===== src/rtl/dsp_result_packer.sv =====
`default_nettype none
// +----------------------------------------------------------------------------+
// | dsp_result_packer                                                          |
// | Tracks DSP_SLICE issues through a tag pipe, formats each P result          |
// | (shift/round/saturate) into an output FIFO; STALL returns credits.         |
// | Option macro: DSP_RESULT_ROUND_EN (round half toward +inf before shift).   |
// | Revision: 1.0 - initial release                                            |
// +----------------------------------------------------------------------------+
module dsp_result_packer #(
  parameter int W3      = 48,
  parameter int WOUT    = 18,
  parameter int SHIFT   = 0,
  parameter int LATENCY = 3,
  parameter int DEPTH   = 4
) (
  input  logic            CLK,
  input  logic            RST,
  input  logic            IN_VALID,
  output logic            STALL,
  input  logic [W3-1:0]   P_IN,
  output logic [WOUT-1:0] OUT_DATA,
  output logic            OUT_SAT,
  output logic            OUT_VALID,
  input  logic            OUT_READY,
  output logic [15:0]     SAT_CNT
);

  localparam int c_AW = $clog2(DEPTH);
  localparam int c_CW = $clog2(DEPTH + 1);
  localparam logic [c_CW-1:0] c_FULL = c_CW'(DEPTH);
  localparam logic signed [W3:0] c_MAX = {{(W3 + 2 - WOUT){1'b0}}, {(WOUT - 1){1'b1}}};
  localparam logic signed [W3:0] c_MIN = {{(W3 + 2 - WOUT){1'b1}}, {(WOUT - 1){1'b0}}};
`ifdef DSP_RESULT_ROUND_EN
  localparam int c_RND_SH = (SHIFT > 0) ? SHIFT - 1 : 0;
  localparam logic signed [W3:0] c_RND = (SHIFT > 0) ? ({{W3{1'b0}}, 1'b1} << c_RND_SH) : '0;
`else
  localparam logic signed [W3:0] c_RND = '0;
`endif

  logic [LATENCY-1:0] r_tag;
  logic [c_AW-1:0]    r_wptr;
  logic [c_AW-1:0]    r_rptr;
  logic [c_CW-1:0]    r_count;
  logic [15:0]        r_sat_cnt;
  logic [WOUT:0]      r_mem [DEPTH];

  logic [31:0]        w_inflight;
  logic [31:0]        w_used;
  logic signed [W3:0] w_x;
  logic signed [W3:0] w_y;
  logic [WOUT-1:0]    w_data;
  logic               w_sat;
  logic               w_push;
  logic               w_pop;

  // Every tag still in the pipe already owns a FIFO slot.
  always_comb begin
    w_inflight = '0;
    for (int k = 0; k < LATENCY; k++) begin
      w_inflight = w_inflight + 32'(r_tag[k]);
    end
  end

  assign w_used = 32'(r_count) + w_inflight;
  assign STALL  = (w_used >= 32'(DEPTH));

  // One guard bit of headroom keeps the rounding add from wrapping.
  assign w_x = $signed({P_IN[W3-1], P_IN}) + c_RND;
  assign w_y = w_x >>> SHIFT;

  always_comb begin
    w_sat  = 1'b0;
    w_data = w_y[WOUT-1:0];
    if (w_y > c_MAX) begin
      w_sat  = 1'b1;
      w_data = c_MAX[WOUT-1:0];
    end else if (w_y < c_MIN) begin
      w_sat  = 1'b1;
      w_data = c_MIN[WOUT-1:0];
    end
  end

  assign w_push = r_tag[LATENCY-1] && (r_count != c_FULL);
  assign w_pop  = (r_count != '0) && OUT_READY;

  always_ff @(posedge CLK or posedge RST) begin
    if (RST) begin
      r_tag     <= '0;
      r_wptr    <= '0;
      r_rptr    <= '0;
      r_count   <= '0;
      r_sat_cnt <= '0;
    end else begin
      r_tag[0] <= IN_VALID && !STALL;
      for (int k = 1; k < LATENCY; k++) begin
        r_tag[k] <= r_tag[k-1];
      end
      if (w_push) begin
        r_wptr <= r_wptr + c_AW'(1);
      end
      if (w_pop) begin
        r_rptr <= r_rptr + c_AW'(1);
      end
      if (w_push && !w_pop) begin
        r_count <= r_count + c_CW'(1);
      end else if (!w_push && w_pop) begin
        r_count <= r_count - c_CW'(1);
      end
      if (w_push && w_sat && (r_sat_cnt != 16'hFFFF)) begin
        r_sat_cnt <= r_sat_cnt + 16'd1;
      end
    end
  end

  always_ff @(posedge CLK) begin
    if (w_push) begin
      r_mem[r_wptr] <= {w_sat, w_data};
    end
  end

  assign OUT_VALID          = (r_count != '0);
  assign {OUT_SAT, OUT_DATA} = OUT_VALID ? r_mem[r_rptr] : '0;
  assign SAT_CNT            = r_sat_cnt;

endmodule
`default_nettype wire


===== config.mk =====
export PLATFORM = sky130hd
export DESIGN_NAME = dsp_result_packer
export DESIGN_NICKNAME = d
export VERILOG_FILES = /design/src/rtl/dsp_result_packer.sv
export SDC_FILE = /design/constraint.sdc
export NUM_CORES = 1
export LEC_CHECK = 0
export ABC_CLOCK_PERIOD_IN_PS = 1800
export BUFFER_PORTS_ARGS = -buffer_cell sky130_fd_sc_hd__buf_2
export CAP_MARGIN = 20
export CORE_AREA = 2 2 99 101
export CTS_CLUSTER_SIZE = 30
export DETAILED_ROUTE_END_ITERATION = 10
export DIE_AREA = 0 0 101 103
export GPL_ROUTABILITY_DRIVEN = 0
export PLACE_DENSITY = 0.75
export SKIP_LAST_GASP = 1
export SLEW_MARGIN = 25
export SYNTH_ARGS = -nofsm -noshare
export SYNTH_HDL_FRONTEND = slang
export SYNTH_SLANG_ARGS = --single-unit

===== constraint.sdc =====
create_clock -name CLK -period 1.8 [get_ports CLK]
set_input_delay 0.36 -clock CLK [delete_from_list [all_inputs] [get_ports CLK]]
set_output_delay 0.36 -clock CLK [all_outputs]
set_load 0.05 [all_outputs]

* Yosys cells after proc, flatten, opt, wreduce, memory -nomap -nowiden
Memories as Yosys holds them, arrays and structs flattened. Cells that the tools add are included.
Word-level totals: bits of input ports 52, bits in read-only memories 0, register bits after elaboration 26, bits in latches 0, output and inout bits 37, memories kept 1, word-level logic and storage cells 40, bits in writable memories 76
Memories:
- r_mem | words 4, bits a word 19, read ports 1, clocked after memory_dff 0, wr ports 1, line 45 | logic [WOUT:0] r_mem [DEPTH];
Cells by class: multiply operators 0, bitwise gates (word level) 0, muxes and demuxes 9, divide/modulo/power cells 0, shifts and indexed selects 0, equality and inequality tests 2, add/subtract/negate cells 8, reduce and logical (&&, ||, !) cells 12, magnitude comparators 3
Operator list (count):
- 48-bit by 18-bit > comparator with 1-bit output (second input constant) | 1
- 48-bit by 18-bit less-than comparator with 1-bit output (second input constant) | 1
- 18-bit 2-to-1 mux | 2
- 19-bit 2-to-1 mux | 1
- 16-bit by 1-bit adder with 16-bit output (second input constant) | 1
- 16-bit != test (second input constant) | 1
- 1-bit logical AND | 7
- 3-bit 2-to-1 mux | 2
- 2-bit by 1-bit adder with 2-bit output (second input constant) | 2
- 3-bit by 3-bit adder with 4-bit output | 1
- 4-bit by 3-bit >= comparator with 1-bit output (second input constant) | 1
- 1-bit 2-to-1 mux | 4
- 2-bit by 1-bit adder with 3-bit output | 1
- 3-bit by 1-bit adder with 3-bit output (second input constant) | 1
- 1-bit zero test | 3
- 3-bit != test (second input constant) | 1
- 3-bit nonzero test | 1
- 3-bit by 1-bit subtractor with 3-bit output (second input constant) | 1
- 1-bit by 1-bit adder with 2-bit output | 1
- 2-bit nonzero test | 1

* Depth between registers and ports, before layout
Gate-level depths: netlist (run 1).
depth in word-level cells 6, mapped depth 9, mapped depth without buffers 9

* Worst setup path after synthesis (run 1)
OpenSTA, ideal clock, no wires.
path type flip-flop to output port, start register r_count[0], end output port OUT_DATA[10], required time 1440 ps, cell stages (with the launch flop) 5, buffers on the path 1, setup slack -276 ps, data arrival time 1716 ps, cell sequence dfrtp_1 > nor2_1 > nand2_1 > clkbuf_1 > and2_1
On the way: longest elaborated chain between the ends 2
Ends and longest elaborated chain:
- start, declared | line 43 | logic [c_CW-1:0] r_count;
- start signal, assigned | line 105 | r_count <= r_count + c_CW'(1);
- start signal, assigned | line 107 | r_count <= r_count - c_CW'(1);
- 3-bit nonzero test | line 121 | assign OUT_VALID = (r_count != '0);
- net OUT_VALID | line 23 | output logic OUT_VALID,
- 19-bit 2-to-1 mux | line 122 | assign {OUT_SAT, OUT_DATA} = OUT_VALID ? r_mem[r_rptr] : '0;
- end, declared | line 21 | output logic [WOUT-1:0] OUT_DATA,
The timed path passes the listed nets, and every way through them passes these cells.

* Final worst setup path (run 1)
start register r_tag[0], end output port STALL
On the way: longest elaborated chain between the ends 4
Ends and longest elaborated chain:
- start, declared | line 40 | logic [LATENCY-1:0] r_tag;
- start signal, assigned | line 94 | r_tag[0] <= IN_VALID && !STALL;
- start signal, assigned by index | line 96 | r_tag[k] <= r_tag[k-1];
- 1-bit by 1-bit adder with 2-bit output | line 60 | w_inflight = w_inflight + 32'(r_tag[k]);
- 2-bit by 1-bit adder with 3-bit output | line 60
- 3-bit by 3-bit adder with 4-bit output | line 64 | assign w_used = 32'(r_count) + w_inflight;
- 4-bit by 3-bit >= comparator with 1-bit output | line 65 | assign STALL = (w_used >= 32'(DEPTH));
- end, declared | line 19 | output logic STALL,
Every way passes these cells.

==> implementation parameters, run 1 <==
Parameter                              Value

Routing
  Wire length per cell after detailed routing ... 17.56 µm
  Routed vias/inst ... 5.413
  Initial DRC Count ... 125
  Routed WL ... 9449 µm
  Via total after detailed routing ... 2,912
  Residual DRC count ... 0
  Antenna-violating nets left ... 0
  First-pass iteration count of the detailed router ... 4

Worst setup path
  Critical path peak fanout ... 2
  Worst R2R End ... r_count[1]
  Register-to-register setup slack ... -0.07 ns
  Worst reg2reg startpoint ... r_count[0]
  Worst Setup Start Kind ... register
  CP arrival ... 1.90 ns
  Worst setup path startpoint ... r_tag[0]
  Worst EP required ... 1.44 ns
  Critical path class ... reg -> out
  CP endpoint kind ... primary output
  Number of cells traversed by the worst register-to-register path ... 8
  Capture point of the worst path ... STALL

Timing
  Actual transition at the worst max-transition pin ... 0.4246 ns
  Portion of the clock cycle consumed by the worst path in the final layout ... 1.258
  Final count of hold timing violations ... 0
  Max-Slew Margin vs Limit ... 0.7148
  Clock skew after layout ... about 0.0074 ns
  Final max-slew violation count ... 0
  Setup violation total in the final timing report ... 23
  Min Clock Period, post-route ... 2.264 ns
  Fmax achieved ... 441.7 MHz
  Worst-case setup margin in the final layout ... -0.4641 ns
  Unrepaired setup endpoints after global routing ... yes

Power and ir drop
  Total power after layout ... 9.920 mW
  Max IR drop VDD ... 0.001087 V
  Power Density ... 1666 nW/µm²
  Leakage component of the power ... between 2 and 2.5 nW

Clocking
  Root buf cell ... sky130_fd_sc_hd__clkbuf_8
  Number of clock sinks seen by CTS ... slightly above 100
  Clock slew seen by the registers of the worst setup and hold paths ... 0.09 ns
  Number of CTS-inserted buffers ... 9
  Insertion delay of the later-clocked pin in the worst-skew pair ... 0.34 ns
  Buffer levels on the longest clock path ... 2
  Number of H-tree branching levels ... 3
  CTS tree ... done

Global routing
  Total routing usage reported by global routing ... 0.1910
  Vias in the first global route ... 3,084
  Number of antenna violations at the first check in global routing ... 0
  Pin count of the biggest net entering global routing ... 27
  Overflow after GRT ... 0
  Wire length of the first global-routing pass ... 15,030 µm

Floorplan
  Die W ... 101 µm
  Die height ... 103 µm
  Core box area ... around 9500 µm²
  Overall die area ... 10,400 µm²
  Row count ... 36
  Initial Utilization ... 0.4841
  Top-level port count ... 89

Synthesis
  Area share of fa/ha/maj cells after synthesis ... 0.02787
  Count of mapped cells out of synthesis ... 303
  Post-synth design cell area ... around 4600 µm²
  Combinational family with the most area after synthesis ... simple AND/OR/NAND/NOR gates
  Simple-gate area share of the yosys netlist ... 0.1546
  Mean post-synth cell area ... 15.11 µm²
  Number of warning messages in the yosys log ... 0
  Seq/Total Area, Yosys ... 0.6404
  Number of different library cells in the post-synthesis netlist ... 40
  Multiplexer area fraction after synthesis ... 0.09918
  Share of the synthesized netlist area taken by xor and xnor gates ... 0.04016
  Synth Area in Compound Gates ... 0.01585
  Number of nets produced by synthesis ... 364
  Synthesis-stage register bit count ... 102

Finish
  Final Non-Filler Cells ... 538
  Nets ... 480
  Post-synthesis to final-layout area growth ... 30.00%
  Number of antenna repair diodes ... 0
  Share of post-route cells with drive strength above 1 ... 0.5024
  Filler cell count ... between 600 and 700

Placed design
  Pre-CTS setup slack ... -0.2169 ns
  Count of buffers inserted at the top-level ports ... 88
  Total placed cells including tap cells ... 516
  Final HPWL from detailed placement ... 6222 µm

Flow run
  Number of max-cap violations ... 0

Min path
  Class of the worst hold path ... in -> async

Status
  Failing checks ... negative setup slack
  Result of the run ... finished with violations
==> Yosys cell counts <==
cell                        count  share of area
sky130_fd_sc_hd__nand3_1       12          0.013
sky130_fd_sc_hd__nor2_1         7         0.0057
sky130_fd_sc_hd__xor2_1         2         0.0038
sky130_fd_sc_hd__buf_2          2         0.0022
sky130_fd_sc_hd__buf_4          2         0.0033
sky130_fd_sc_hd__nand2_2        1         0.0014
sky130_fd_sc_hd__clkbuf_1       5         0.0041
sky130_fd_sc_hd__mux4_2        19          0.093
sky130_fd_sc_hd__mux2_4         1         0.0033
sky130_fd_sc_hd__a21oi_1        1         0.0011
sky130_fd_sc_hd__o21a_1         1         0.0016
sky130_fd_sc_hd__ha_1           7          0.019
sky130_fd_sc_hd__a21oi_2        1         0.0019
sky130_fd_sc_hd__a21bo_1        1         0.0022
sky130_fd_sc_hd__o21ai_0        1         0.0011
sky130_fd_sc_hd__inv_1          6         0.0049
sky130_fd_sc_hd__fa_1           2         0.0087
sky130_fd_sc_hd__nand4bb_1      1         0.0025
sky130_fd_sc_hd__and3_1         2         0.0027
sky130_fd_sc_hd__nand4_1       15          0.020
sky130_fd_sc_hd__and2_2         2         0.0033
sky130_fd_sc_hd__and4_1         1         0.0019
sky130_fd_sc_hd__edfxtp_1      76           0.50
sky130_fd_sc_hd__nor4b_1        1         0.0019
sky130_fd_sc_hd__a2111oi_2      1         0.0033
sky130_fd_sc_hd__nand3b_1       1         0.0016
sky130_fd_sc_hd__xnor2_1       19          0.036
sky130_fd_sc_hd__and3_2         3         0.0049
sky130_fd_sc_hd__nand4_2        1         0.0027
sky130_fd_sc_hd__a21boi_2       1         0.0025
sky130_fd_sc_hd__nor4_4         3          0.014
sky130_fd_sc_hd__or2_2          1         0.0014
sky130_fd_sc_hd__buf_6          3         0.0074
sky130_fd_sc_hd__mux2_2         1         0.0025
sky130_fd_sc_hd__a311o_1        1         0.0022
sky130_fd_sc_hd__nor3_1         1         0.0011
sky130_fd_sc_hd__and2_1        23          0.031
sky130_fd_sc_hd__dfrtp_1       26           0.14
sky130_fd_sc_hd__nor4_1         8          0.011
sky130_fd_sc_hd__nand2_1       41          0.034
==> sequential cells by signal, summed over array words and instances (netlist names) <==
register	cells
SAT_CNT	16
r_wptr	2
r_tag	3
r_count	3
r_rptr	2
r_mem	76
==> placed cells by master (no fill, tap or decap), drive strengths merged <==
| cell type | instances |
|---|---|
| a2111oi | 1 |
| a21bo | 1 |
| a21boi | 1 |
| a21oi | 2 |
| a311o | 1 |
| and2 | 25 |
| and3 | 5 |
| and4 | 1 |
| buf | 117 |
| clkbuf | 10 |
| clkinvlp | 5 |
| dfrtp | 26 |
| edfxtp | 76 |
| fa | 2 |
| ha | 7 |
| inv | 7 |
| mux2 | 2 |
| mux4 | 19 |
| nand2 | 42 |
| nand3 | 12 |
| nand3b | 1 |
| nand4 | 16 |
| nand4bb | 1 |
| nor2 | 7 |
| nor3 | 1 |
| nor4 | 11 |
| nor4b | 1 |
| o21a | 1 |
| o21ai | 1 |
| or2 | 1 |
| xnor2 | 19 |
| xor2 | 2 |
==> kinds of logic after synthesis <==
kind of cell    Yosys count
compound gates            8
xor+xnor                 21
fa+ha+maj                 9
buf+inv                  18
flops                   102
mux                      21
simple gates            124
==> report_power, final <==
part           leakage (nW)  switching (mW)  internal (mW)
Combinational          1.26            2.80           2.60
Sequential            0.989           0.247           2.98
Clock                0.0727           0.782          0.513
Total                  2.32            3.83           6.09
==> through the flow <==
| step | util | hold slack (ns) | instance area (µm²) | TNS (ns) |
|---|---|---|---|---|
| after floorplan | - | 0.3770 | 4628 | -0.1367 |
| final | 0.6294 | 0.06132 | 5953 | -6.782 |
| after global placement | 0.5709 | 0.3857 | 5400 | -13.25 |
| after global routing | 0.6294 | 0.05941 | 5953 | -8.325 |
| after detailed placement | 0.5709 | 0.3983 | 5400 | -15.86 |
| after CTS | 0.6153 | 0.05310 | 5821 | -8.388 |
==> per-layer routing <==
metal / routed length (µm) / track usage
met1: 3915 / 0.2348
met2: 5042 / 0.3538
met3: 422 / 0.02780
met4: 69 / 0.05301
met5: 0 / 0
==> worst min path at each step <==
stage	cells past startpoint	slack, ns	end	start
finish	3	0.06	SAT_CNT[0]	RST
floorplan	0	0.38	r_tag[2]	r_tag[1]
detailed placement	0	0.40	r_tag[2]	r_tag[1]
global route	3	0.06	r_rptr[1]	RST
global placement	0	0.39	r_tag[2]	r_tag[1]
CTS	3	0.05	r_rptr[1]	RST
==> critical path, stage by stage, from the launching register on <==
cell	delay, ns
sky130_fd_sc_hd__dfrtp_1	0.42
sky130_fd_sc_hd__fa_2	0.38
sky130_fd_sc_hd__ha_1	0.27
sky130_fd_sc_hd__a311o_2	0.33
sky130_fd_sc_hd__buf_6	0.16
==> timing repair <==
action | in CTS | in global routing
endpoints found under the setup margin | 23 | 23
setup buffers | 4 | 3
gates cloned | 1 | 0
pin swaps | 5 | 20
resized for setup | 56 | 49
hold buffers | 0 | 0
==> cell type report <==
class                      count  area [µm²]  share of cell area
tap                          114       142.6             0.02396
clock buffer                  10       127.6             0.02144
clock inverter                 6       48.80            0.008197
timing repair buffer         117        1005              0.1688
sequential                   102        2955              0.4964
multi-input combinational    183        1652              0.2774
inverter                       6       22.52            0.003783
(Power assumes the default switching activity.)
==> run 2, diff against run 1 <==
--- a/config.mk
+++ b/config.mk
@@ -8,12 +8,14 @@
 export ABC_CLOCK_PERIOD_IN_PS = 1800
 export BUFFER_PORTS_ARGS = -buffer_cell sky130_fd_sc_hd__buf_2
 export CAP_MARGIN = 20
-export CORE_AREA = 2 2 99 101
+export CELL_PAD_IN_SITES_DETAIL_PLACEMENT = 1
+export CELL_PAD_IN_SITES_GLOBAL_PLACEMENT = 1
+export CORE_AREA = 2 2 109 111
 export CTS_CLUSTER_SIZE = 30
 export DETAILED_ROUTE_END_ITERATION = 10
-export DIE_AREA = 0 0 101 103
+export DIE_AREA = 0 0 111 113
 export GPL_ROUTABILITY_DRIVEN = 0
-export PLACE_DENSITY = 0.75
+export PLACE_DENSITY_LB_ADDON = 0.1
 export SKIP_LAST_GASP = 1
 export SLEW_MARGIN = 25
 export SYNTH_ARGS = -nofsm -noshare
==> run 2 against run 1 <==
Effect of this change:
- the flow still finishes with violations (negative setup slack)
- clock skew down 0.0021 ns
- power up 8.2%
- maximum frequency down 0.79%
- final area up 3.5%
- sequential power about the same
- via count up 1.5%
==> implementation parameters, run 2 (synthesized netlist as in run 1, its figures left out) <==
Parameter                              Value

Clocking
  Number of H-tree branching levels ... 3 (unchanged)
  Clock slew seen by the registers of the worst setup and hold paths ... 0.07 ns (-0.02 ns)
  CTS tree ... done
  Insertion delay of the later-clocked pin in the worst-skew pair ... 0.34 ns (about the same)
  Number of clock sinks seen by CTS ... 102 (unchanged)
  Root buf cell ... sky130_fd_sc_hd__clkbuf_16
  Number of CTS-inserted buffers ... 9 (unchanged)
  Buffer levels on the longest clock path ... 2 (unchanged)

Timing
  Min Clock Period, post-route ... 2.282 ns (+0.01798 ns)
  Final max-slew violation count ... 0 (unchanged)
  Portion of the clock cycle consumed by the worst path in the final layout ... 1.268 (+0.009988)
  Setup violation total in the final timing report ... 41 (+78%)
  Max-Slew Margin vs Limit ... 0.7379 (+0.02308)
  Clock skew after layout ... 0.005282 ns (-0.002077 ns)
  Fmax achieved ... 438.2 MHz (-0.79%)
  Final count of hold timing violations ... 0 (unchanged)
  Actual transition at the worst max-transition pin ... 0.3902 ns (-0.03436 ns)
  Total negative slack ... -8.660 ns (-1.878 ns)
  Worst-case setup margin in the final layout ... -0.4821 ns (-0.01798 ns)
  Unrepaired setup endpoints after global routing ... yes

Routing
  Routed WL ... 10,620 µm (+12%)
  Routed vias/inst ... 5.159 (-4.7%)
  First-pass iteration count of the detailed router ... 4 (unchanged)
  Via total after detailed routing ... 2,956 (+1.5%)
  Wire length per cell after detailed routing ... 18.54 µm (+5.5%)
  Residual DRC count ... 0 (unchanged)
  Initial DRC Count ... 112 (-10%)
  Antenna-violating nets left ... 0 (unchanged)

Worst setup path
  Worst EP required ... 1.44 ns (about the same)
  Worst reg2reg startpoint ... r_count[0]
  Delay of the slowest cell on the worst path ... 0.41 ns (about the same)
  Critical path class ... reg -> out
  Crit path max-delay cell type ... sky130_fd_sc_hd__fa_2
  Critical path peak fanout ... 2 (unchanged)
  CP arrival ... 1.92 ns (+0.02 ns)
  CP endpoint kind ... primary output
  Critical Path, Cell by Cell ... fa_2, ha_4, a311o_2, buf_8
  Worst setup path startpoint ... r_tag[1]
  Worst Setup Start Kind ... register

Finish
  Most frequent standard cell in the layout excluding fill and tap cells ... sky130_fd_sc_hd__edfxtp_1
  Number of antenna repair diodes ... 0 (unchanged)
  Nets ... 487 (+1.5%)
  Highest-count cells in the layout ignoring fill and taps ... sky130_fd_sc_hd__edfxtp_1, sky130_fd_sc_hd__buf_2, sky130_fd_sc_hd__nand2_1
  Post-route design area ... 6162 µm² (+3.5%)
  Post-synthesis to final-layout area growth ... 34.56%
  Number of flip-flops under the largest register name ... 76 (unchanged)
  Largest register by flop count ... r_mem
  Share of post-route cells with drive strength above 1 ... 0.5093 (+0.006944)

Floorplan
  Die height ... 113 µm (+9.7%)
  Overall die area ... 12,540 µm² (+21%)
  Core box area ... 11,270 µm² (+19%)
  Die W ... 111 µm (+9.9%)
  Initial Utilization ... 0.4063 (-0.07787)
  Top-level port count ... 89 (unchanged)
  Row count ... 39 (+8.3%)

Power and ir drop
  Max IR drop VDD ... 0.001057 V (-2.8%)
  Power Density ... 1741 nW/µm² (+4.5%)
  Leakage component of the power ... 2.431 nW (+4.7%)

Global routing
  Number of antenna violations at the first check in global routing ... 0 (unchanged)
  Overflow after GRT ... 0 (unchanged)
  Wire length of the first global-routing pass ... 17,480 µm (+16%)
  Vias in the first global route ... 3,339 (+8.3%)
  Pin count of the biggest net entering global routing ... 27 (unchanged)
  Total routing usage reported by global routing ... 0.1820 (-0.008948)

Placed design
  Final HPWL from detailed placement ... 7033 µm (+13%)
  Area after detailed placement ... 5459 µm² (+1.1%)
  Count of buffers inserted at the top-level ports ... 88 (unchanged)

Min path
  Class of the worst hold path ... in -> async

Status
  Failing checks ... negative setup slack
  Result of the run ... finished with violations

Flow run
  Number of max-cap violations ... 0 (unchanged)
run 2: changes by cell type in the layout (fill, tap and decap cells not counted), moves of 2 or more:
cell and change:
sky130_fd_sc_hd__buf_6 +14, sky130_fd_sc_hd__buf_8 -13, sky130_fd_sc_hd__clkbuf_16 +9, sky130_fd_sc_hd__clkbuf_8 -9, sky130_fd_sc_hd__buf_4 +4, sky130_fd_sc_hd__clkinvlp_4 -4, sky130_fd_sc_hd__bufinv_16 +2, sky130_fd_sc_hd__clkinv_1 +2
run 2: critical path: cells and delay by family, from the launching register on:
family	cells	cell delay (ns)
fa+ha+maj	2	0.63
flops	1	0.40
compound gates	1	0.39
buf+inv	1	0.16
run 2: cell type report:
type	count	area [µm²]
tap	143	178.9
sequential	102	2957
timing repair buffer	124	1030
clock buffer	10	229.0
fill	1095	5110
inverter	6	22.52
clock inverter	5	75.07
multi-input combinational	183	1670
run 2: final timing paths:
kind | endpoint | slack, ns | cells past startpoint
worst max-delay path | STALL | -0.48 | 4
worst min-delay path | r_tag[0] | 0.07 | 3
worst max register to register | r_count[2] | -0.12 | 10
worst min register to register | r_tag[1] | 0.42 | 0
max in group asynchronous | SAT_CNT[15] | 1.44 | 3
min in group CLK | r_tag[0] | 0.22 | 3
run 2: per-layer routing:
| layer | vias to the layer above | wire, µm | track usage |
|---|---|---|---|
| li1 | 1383 | - | - |
| met1 | 1508 | 4391 | 0.2155 |
| met2 | 49 | 5776 | 0.3325 |
| met3 | 16 | 225 | 0.02625 |
| met4 | 0 | 230 | 0.07833 |
| met5 | - | 0 | 0 |
run 2: metrics by stage:
| stage | util | setup WS [ns] | hold slack (ns) | power [mW] | std cells |
|---|---|---|---|---|---|
| after floorplan | - | -0.05195 | 0.3770 | 6.247 | 303 |
| after global placement | 0.4843 | -0.1155 | 0.3892 | 7.385 | 548 |
| after detailed placement | 0.4843 | -0.1453 | 0.3958 | 7.460 | 548 |
| after CTS | 0.5420 | -0.4808 | 0.08126 | 10.65 | 570 |
| after global routing | 0.5467 | -0.5366 | 0.1017 | 11.25 | 573 |
| final | 0.5467 | -0.4821 | 0.06915 | 10.73 | 573 |
run 2: power breakdown:
part | switching, mW | total, mW | internal, mW
Combinational | 2.87 | 5.47 | 2.60
Clock | 0.820 | 2.02 | 1.20
Sequential | 0.246 | 3.23 | 2.99
Total | 3.94 | 10.7 | 6.80
run 2: timing repair:
item,4_1_cts,5_1_grt
pin swaps,4,14
hold endpoints to repair,0,0
buffers inserted,5,7
cloned,2,0
hold buffers,0,0
gates resized for setup,72,20
setup endpoints to repair,23,36
==> run 3, diff against run 2 <==
--- a/config.mk
+++ b/config.mk
@@ -10,12 +10,14 @@
 export CAP_MARGIN = 20
 export CELL_PAD_IN_SITES_DETAIL_PLACEMENT = 1
 export CELL_PAD_IN_SITES_GLOBAL_PLACEMENT = 1
-export CORE_AREA = 2 2 109 111
+export CORE_AREA = 2 2 90 135
 export CTS_CLUSTER_SIZE = 30
 export DETAILED_ROUTE_END_ITERATION = 10
-export DIE_AREA = 0 0 111 113
+export DIE_AREA = 0 0 92 137
 export GPL_ROUTABILITY_DRIVEN = 0
+export GPL_TIMING_DRIVEN = 1
 export PLACE_DENSITY_LB_ADDON = 0.1
+export RECOVER_POWER = 50
 export SKIP_LAST_GASP = 1
 export SLEW_MARGIN = 25
 export SYNTH_ARGS = -nofsm -noshare
==> run 3 against run 2 <==
Effect of this change:
- the flow finishes with violations (max-capacitance violations, negative setup slack)
- power fell by 0.49%
- final cell count rose by 1.2%
- sequential share of layout area rose by 0.17 points
- critical path depth did not move
- final area fell by 0.39%
- critical endpoint unchanged
- largest power group unchanged
==> implementation parameters, run 3 (synthesized netlist as in run 1, its figures left out) <==
Parameter                              Value

Status
  Result of the run ... finished with violations
  Failing checks ... max-capacitance violations, negative setup slack

Global routing
  Pin count of the biggest net entering global routing ... 27 (unchanged)
  Overflow after GRT ... 0 (unchanged)
  Vias in the first global route ... 3,376 (+1.1%)
  Wire length of the first global-routing pass ... 17,710 µm (+1.3%)
  Number of antenna violations at the first check in global routing ... 0 (unchanged)
  Total routing usage reported by global routing ... 0.1896 (+0.007580)

Floorplan
  Core box area ... 11,410 µm² (+1.2%)
  Top-level port count ... 89 (unchanged)
  Die W ... 92 µm (-17%)
  Row count ... 48 (+23%)
  Overall die area ... 12,600 µm² (+0.49%)
  Initial Utilization ... 0.4013 (-0.004945)
  Die height ... 137 µm (+21%)

Finish
  Utilization after layout ... 0.5379 (-0.008737)
  Number of flip-flops under the largest register name ... 76 (unchanged)
  Share of post-route cells with drive strength above 1 ... 0.4558 (-0.05349)
  Post-synthesis to final-layout area growth ... 34.04%
  Nets ... 486 (-0.21%)
  Number of antenna repair diodes ... 0 (unchanged)
  Highest-count cells in the layout ignoring fill and taps ... sky130_fd_sc_hd__edfxtp_1, sky130_fd_sc_hd__buf_2, sky130_fd_sc_hd__nand2_1
  Post-route design area ... 6138 µm² (-0.39%)
  Most frequent standard cell in the layout excluding fill and tap cells ... sky130_fd_sc_hd__edfxtp_1
  Final Non-Filler Cells ... 580 (+1.2%)
  Largest register by flop count ... r_mem

Timing
  Min Clock Period, post-route ... 2.258 ns (-0.02435 ns)
  Max-Slew Margin vs Limit ... 0.003398 (-0.7345)
  Final count of hold timing violations ... 0 (unchanged)
  Final max-slew violation count ... 0 (unchanged)
  Actual transition at the worst max-transition pin ... 1.495 ns (+1.105 ns)
  Fmax achieved ... 442.9 MHz (+1.1%)
  Clock skew after layout ... 0.01032 ns (+0.005039 ns)
  Portion of the clock cycle consumed by the worst path in the final layout ... 1.254 (-0.01353)
  Unrepaired setup endpoints after global routing ... yes
  Worst-case setup margin in the final layout ... -0.4578 ns (+0.02435 ns)
  Setup violation total in the final timing report ... 114 (+180%)

Worst setup path
  Worst EP required ... 1.44 ns (about the same)
  Critical Path, Cell by Cell ... fa_2, ha_1, a311o_2, buf_6
  Crit path max-delay cell type ... sky130_fd_sc_hd__dfrtp_1
  Worst Setup Start Kind ... register
  Critical path class ... reg -> out
  Cell family contributing the most delay on the critical path ... adder cells
  CP endpoint kind ... primary output
  Delay of the slowest cell on the worst path ... 0.41 ns (about the same)
  WP buf/inv ... 1 (unchanged)
  CP arrival ... 1.90 ns (-0.02 ns)
  Critical path peak fanout ... 2 (unchanged)

Routing
  Via total after detailed routing ... 3,012 (+1.9%)
  Wire length per cell after detailed routing ... 19.36 µm (+4.4%)
  Initial DRC Count ... 90 (-20%)
  Routed vias/inst ... 5.193 (+0.66%)
  Routed WL ... 11,230 µm (+5.7%)
  Residual DRC count ... 0 (unchanged)
  Antenna-violating nets left ... 0 (unchanged)
  First-pass iteration count of the detailed router ... 4 (unchanged)

Placed design
  Area after detailed placement ... 5460 µm² (about the same)
  Final HPWL from detailed placement ... 7108 µm (+1.1%)
  Count of buffers inserted at the top-level ports ... 88 (unchanged)
  Total placed cells including tap cells ... 554 (+1.1%)

Min path
  Class of the worst hold path ... in -> reg

Power and ir drop
  Power Density ... 1739 nW/µm² (-0.10%)
  Leakage component of the power ... 2.351 nW (-3.3%)
  Max IR drop VDD ... 0.0009839 V (-6.9%)

Clocking
  Number of clock sinks seen by CTS ... 102 (unchanged)
  Number of H-tree branching levels ... 3 (unchanged)
  Root buf cell ... sky130_fd_sc_hd__clkbuf_16
  Clock slew seen by the registers of the worst setup and hold paths ... 0.07 ns (about the same)
  CTS tree ... done
  Insertion delay of the later-clocked pin in the worst-skew pair ... 0.34 ns (about the same)
  Number of CTS-inserted buffers ... 9 (unchanged)
  Buffer levels on the longest clock path ... 2 (unchanged)

Flow run
  Number of max-cap violations ... 1 (+1)
[run 3: cell types whose count changed in the layout (fill, tap and decap cells not counted), moves of 2 or more]
cell and delta:
sky130_fd_sc_hd__inv_6 +4, sky130_fd_sc_hd__buf_2 -19, sky130_fd_sc_hd__buf_6 -15, sky130_fd_sc_hd__bufinv_16 -2
sky130_fd_sc_hd__buf_8 +14, sky130_fd_sc_hd__buf_4 -5, sky130_fd_sc_hd__clkbuf_1 +20, sky130_fd_sc_hd__inv_8 +2
sky130_fd_sc_hd__buf_12 -2, sky130_fd_sc_hd__clkbuf_16 +2
[run 3: layout make-up]
type	count	area, µm²
fill	1135	5273
clock inverter	7	61.31
tap	150	187.7
clock buffer	9	225.2
sequential	102	2955
timing repair buffer	123	1040
inverter	6	22.52
multi-input combinational	183	1647
[run 3: worst register-to-register path: cells and delay by family (launching register included)]
family,cells,cell delay (ns)
flip-flops,1,0.43
adder cells (fa/ha/maj),2,0.58
AO/OA/AOI/OAI,1,0.08
AND/OR/NAND/NOR,1,0.21
buffers and inverters,3,0.47
multiplexers,1,0.26
[run 3: per-layer routing]
layer	wire, µm	global-route usage	share of wire
met1	4087	0.2013	0.36
met2	6607	0.3668	0.59
met5	0	0	0
met3	318	0.03910	0.028
met4	216	0.06799	0.019
[run 3: repair_timing]
action | 4_1_cts | 5_1_grt
hold endpoints to repair | 0 | 0
setup endpoints to repair | 23 | 115
cloned | 4 | 2
gates resized for setup | 67 | 44
setup buffers | 9 | 1
hold buffers | 0 | 0
pin swaps | 9 | 26
[run 3: worst paths after layout]
kind                             from         end  slack [ns]  cells past startpoint
min in group asynchronous         RST    r_tag[1]        0.52                      3
max in group asynchronous         RST  SAT_CNT[3]        0.30                      3
setup / recovery             r_tag[0]       STALL       -0.46                      4
setup reg to reg           r_count[0]  r_count[1]       -0.36                      8
hold / removal               IN_VALID    r_tag[0]        0.24                      3
hold reg to reg              r_tag[1]    r_tag[2]        0.40                      0
[run 3: where the power goes]
part / switching, mW / internal (mW) / leakage, nW
logic: 2.93 / 2.66 / 1.22
registers: 0.235 / 2.98 / 0.989
clock network: 0.894 / 0.973 / 0.143
[run 3: through the flow]
| step | setup slack [ns] | TNS, ns | hold slack [ns] | power, mW |
|---|---|---|---|---|
| after CTS | -0.4816 | -14.79 | 0.07328 | 10.48 |
| after global routing | -0.5112 | -25.57 | 0.2545 | 11.22 |
| final | -0.4578 | -15.08 | 0.2434 | 10.68 |
| after floorplan | -0.05195 | -0.1367 | 0.3770 | 6.247 |
| after global placement | -0.1135 | -5.864 | 0.3853 | 7.342 |
| after detailed placement | -0.1580 | -9.999 | 0.3896 | 7.427 |
